===== src/rtl/div_iter.sv =====
// Iterative restoring divider: one quotient bit per clock, signed or unsigned,
// with divide-by-zero flagging and a start/cancel/ready handshake.
module div_iter #(
    parameter  int WIDTH = 32,
    localparam int CNT_W = $clog2(WIDTH) + 1
) (
    input  logic               clk,
    input  logic               rst,
    input  logic [WIDTH-1:0]   opdata1_i,
    input  logic [WIDTH-1:0]   opdata2_i,
    input  logic               signed_div_i,
    input  logic               start_i,
    input  logic               cancel_i,
    output logic [2*WIDTH-1:0] div_result_o,
    output logic               div_ready_o,
    output logic               div_by_zero_o,
    output logic               busy_o
);

    typedef enum logic [1:0] {
        IDLE,
        ON,
        END
    } state_t;

    state_t state_q, state_d;

    logic [WIDTH-1:0]   dvd_q;      // dividend magnitude, refilled with quotient bits
    logic [WIDTH-1:0]   dsr_q;
    logic [WIDTH-1:0]   rem_q;
    logic [CNT_W-1:0]   cnt_q;
    logic               neg_q_q;
    logic               neg_r_q;
    logic [2*WIDTH-1:0] result_q;
    logic               dbz_q;

    logic               accept;
    logic               div_zero;
    logic               last_step;
    logic [WIDTH:0]     rem_sh;
    logic               q_bit;
    logic [WIDTH-1:0]   rem_nxt;
    logic [WIDTH-1:0]   quo_nxt;
    logic [WIDTH-1:0]   quo_fix;
    logic [WIDTH-1:0]   rem_fix;

    function automatic logic [WIDTH-1:0] mag(input logic [WIDTH-1:0] v, input logic sgn);
        return (sgn && v[WIDTH-1]) ? -v : v;
    endfunction

    assign accept    = start_i & ~cancel_i;
    assign div_zero  = (opdata2_i == '0);
    assign last_step = (cnt_q == CNT_W'(WIDTH - 1));

    // One restoring step: shift in the next dividend bit, subtract if it fits
    always_comb begin
        rem_sh  = {rem_q, dvd_q[WIDTH-1]};
        q_bit   = (rem_sh >= {1'b0, dsr_q});
        rem_nxt = q_bit ? WIDTH'(rem_sh - {1'b0, dsr_q}) : rem_sh[WIDTH-1:0];
        quo_nxt = {dvd_q[WIDTH-2:0], q_bit};
        quo_fix = neg_q_q ? -quo_nxt : quo_nxt;
        rem_fix = neg_r_q ? -rem_nxt : rem_nxt;
    end

    always_ff @(posedge clk or negedge rst) begin
        if (!rst) begin
            state_q <= IDLE;
        end else begin
            state_q <= state_d;
        end
    end

    always_comb begin
        state_d = state_q;
        case (state_q)
            IDLE: begin
                if (accept) begin
                    state_d = div_zero ? END : ON;
                end
            end
            ON: begin
                if (cancel_i) begin
                    state_d = IDLE;
                end else if (last_step) begin
                    state_d = END;
                end
            end
            END: begin
                if (!start_i || cancel_i) begin
                    state_d = IDLE;
                end
            end
            default: state_d = IDLE;
        endcase
    end

    always_ff @(posedge clk or negedge rst) begin
        if (!rst) begin
            dvd_q    <= '0;
            dsr_q    <= '0;
            rem_q    <= '0;
            cnt_q    <= '0;
            neg_q_q  <= 1'b0;
            neg_r_q  <= 1'b0;
            result_q <= '0;
            dbz_q    <= 1'b0;
        end else begin
            case (state_q)
                IDLE: begin
                    if (accept) begin
                        if (div_zero) begin
                            result_q <= {opdata1_i, {WIDTH{1'b1}}};
                            dbz_q    <= 1'b1;
                        end else begin
                            dvd_q   <= mag(opdata1_i, signed_div_i);
                            dsr_q   <= mag(opdata2_i, signed_div_i);
                            rem_q   <= '0;
                            cnt_q   <= '0;
                            neg_q_q <= signed_div_i & (opdata1_i[WIDTH-1] ^ opdata2_i[WIDTH-1]);
                            neg_r_q <= signed_div_i & opdata1_i[WIDTH-1];
                        end
                    end
                end
                ON: begin
                    // Cancel wins over completion: nothing is registered on a flush
                    if (!cancel_i) begin
                        rem_q <= rem_nxt;
                        dvd_q <= quo_nxt;
                        cnt_q <= cnt_q + CNT_W'(1);
                        if (last_step) begin
                            result_q <= {rem_fix, quo_fix};
                        end
                    end
                end
                END: begin
                    if (!start_i || cancel_i) begin
                        result_q <= '0;
                        dbz_q    <= 1'b0;
                    end
                end
                default: ;
            endcase
        end
    end

    assign div_result_o  = result_q;
    assign div_by_zero_o = dbz_q;
    assign div_ready_o   = (state_q == END);
    assign busy_o        = (state_q == ON);

endmodule


===== config.mk =====
export PLATFORM = sky130hd
export DESIGN_NAME = div_iter
export DESIGN_NICKNAME = d
export VERILOG_FILES = /design/src/rtl/div_iter.sv
export SDC_FILE = /design/constraint.sdc
export NUM_CORES = 1
export LEC_CHECK = 0
export BUFFER_PORTS_ARGS = -buffer_cell sky130_fd_sc_hd__buf_2
export CAP_MARGIN = 5
export CORE_UTILIZATION = 41
export DETAILED_ROUTE_END_ITERATION = 12
export MAX_ROUTING_LAYER = met4
export PLACE_DENSITY_LB_ADDON = 0.05
export RECOVER_POWER = 25
export SYNTH_ARGS = -nofsm -noshare
export SYNTH_HDL_FRONTEND = slang
export SYNTH_SLANG_ARGS = --single-unit

===== constraint.sdc =====
create_clock -name clk -period 7.2 [get_ports clk]
set_input_delay 0.72 -clock clk [delete_from_list [all_inputs] [get_ports clk]]
set_output_delay 0.72 -clock clk [all_outputs]
set_load 0.1 [all_outputs]

==> metrics.txt <==
outcome finished, violations left; failing checks capacitance limit, slew limit; Antenna Nets Post-Route 0; Fin. Hold Viols 0; worst hold path startpoint div_result_o[23]$_DFFE_PN0P_; Routed WL 37000 um; row count 63; synth cell count leaders nand2_1, o21ai_0, dfrtp_1; drt pass-1 iters 5; grt ovf 0; Post-synth EDFFs 0; CTS clk-pin slew, worst paths 80 ps; Setup TNS Final 0 ps; total number of vias 11322; CTS tree done; initial antenna violation count 1; flops & latches, synth 171; layout net count 1766; Post-Synthesis Cells 1579; worst path required time 7500 ps; vias per inst 5.50; clk_lat worst skew 450 ps; FMAX 0.183 GHz; RSZ-0062 raised after global routing no; Synth Flop Type dfrtp_1; largest net degree at the start of global routing 94; maximum buffer depth of the clock tree 2; Final min period 5470 ps; postcts setup bufs 0; Die W 177 um; Startpoint Class flop; Mapped Area 12500 um2; vias in the first global route 10531; die height 177 um; CP startpoint rem_q[2]$_DFFE_PN0P_; layout cells sized above 1 12.2%; Worst setup EP type flop; synth warn 0; Core ar. 29900 um2; Post-CTS Hold Fix Bufs 0; Clock Skew 16.9 ps; wire length per cell 18.0 um; WP data arrival 5780 ps; Layout area overhead 11.9%; worst reg-to-reg setup slack 1730 ps; first-pass GRT wire length 59200 um; Filler Cells Inserted 3085; r2r startpoint rem_q[2]$_DFFE_PN0P_; top-count cell post-synth nand2_1; Ports 136; WS Path Type flop to flop; ranking of synthesized cells by area dfrtp_1, nand2_1, o21ai_0, xor2_1, a21oi_1; total CTS buffers 17; final slew viol count 110; R2R cell count 17; DP HPWL 28100 um; Syn Nets 1690; Routability Congestion 0.920; crit share post-route 76.0%; final setup fails 0; Residual DRC 0; drt initial violations 658; Least-Margin Pin Slew 3690 ps; Yosys top cell area share 34.1%; R2R Path End div_result_o[62]$_DFFE_PN0P_; Post-synth ARST share 100%; H-Tree Depth 4; cts repair resizes 0; Die ar. 31300 um2; Distinct cells, synth 72; sequential share of the synthesized area 34.1%; critical path endpoint div_result_o[62]$_DFFE_PN0P_; Max Cap Viol 2; Slew headroom -146%; Initial Utilization 42.0%; post-synth top area cell dfrtp_1; CTS Root Cell clkbuf_16; Min-Delay Path Class flop to flop; CP max FO 9; Avg Synthesized Cell Area 7.95 um2; footprint of the multi-input gates 7700 um2; clk sinks 171; # port buffers 135; Reg area 4280 um2; GRT Total Usage 24.9%
layer usage:
layer	part of all wire [%]	wire, um	GRT usage (%)	up-vias
li1	-	-	-	5792
met1	50	18500	34.6	5286
met2	45	16800	38.4	214
met3	3.0	1130	2.81	30
met4	1.5	546	5.96	0
met5	0	0	-	-
logic make-up after synthesis:
kind of cell,after synthesis,synth area share (%)
AOI/OAI and AO/OA,494,24.7
muxes,20,1.64
DFF,171,34.1
xor gates and xnor gates,135,9.42
buffers and inverters,156,4.73
and+or+nand+nor,561,21.1
adders and majority gates,42,4.25
flip-flops by register name (all words and copies together), names as in the netlist:
name / flops
dvd_q: 32
div_by_zero_o: 1
neg_r_q: 1
neg_q_q: 1
state_q: 2
div_result_o: 64
cnt_q: 6
rem_q: 32
dsr_q: 32
cells in the final DEF, fill, tap and decap left out, types with 19 or more instances in the layout:
master	n
a21oi_1	120
nand3_1	38
a211oi_1	19
o21ai_0	172
nand2_1	257
or3_1	20
o31ai_1	38
a21o_1	25
xnor2_1	54
ha_1	40
buf_2	134
nor3_1	39
inv_1	64
dfrtp_1	171
nor2_1	86
xor2_1	81
critical path: stages (launching register included):
cell and delay (ps):
dfrtp_1 460, ha_1 410, nand3_2 140, a21o_1 270, a2111oi_4 700, o311ai_4 250
nand2_2 160, inv_1 70, mux2i_1 250, ha_1 260, nand2_1 90, nor4b_1 430
a31oi_1 260, or4_1 650, or4_1 470, o21ai_0 220, xnor2_1 140, o21ai_0 90
how the worst min path moves through the flow:
stage | slack (ps) | depth (start not counted) | to
after floorplan | 420 | 0 | cnt_q[0]$_DFFE_PN0P_
after global placement | 460 | 1 | div_result_o[8]$_DFFE_PN0P_
after detailed placement | 460 | 1 | div_result_o[2]$_DFFE_PN0P_
after CTS | 290 | 1 | div_result_o[23]$_DFFE_PN0P_
after global routing | 490 | 1 | div_result_o[7]$_DFFE_PN0P_
final | 470 | 1 | div_result_o[23]$_DFFE_PN0P_
per-stage QoR:
stage / util (%) / hold WS [ps] / area (um2) / worst slack [ps] / std cells
after floorplan: - / 424 / 12500 / 1950 / 1579
after global placement: 45.2 / 456 / 13500 / 1810 / 2026
after detailed placement: 45.2 / 461 / 13500 / 1730 / 2026
after CTS: 47.0 / 291 / 14000 / 1710 / 2057
after global routing: 47.0 / 492 / 14000 / 1120 / 2058
final: 47.0 / 472 / 14000 / 1730 / 2058
layout make-up:
| type | instances | area share (%) |
|---|---|---|
| clock buffer | 20 | 3.11 |
| inverter | 64 | 1.71 |
| antenna | 1 | 0.0178 |
| multi-input combinational | 1252 | 54.9 |
| clock inverter | 11 | 0.811 |
| timing repair buffer | 149 | 5.52 |
| sequential | 171 | 30.5 |
| tap | 390 | 3.48 |
Power is not shown: default switching activity piles up to over one toggle a cycle in this logic, so the estimate is an artifact.
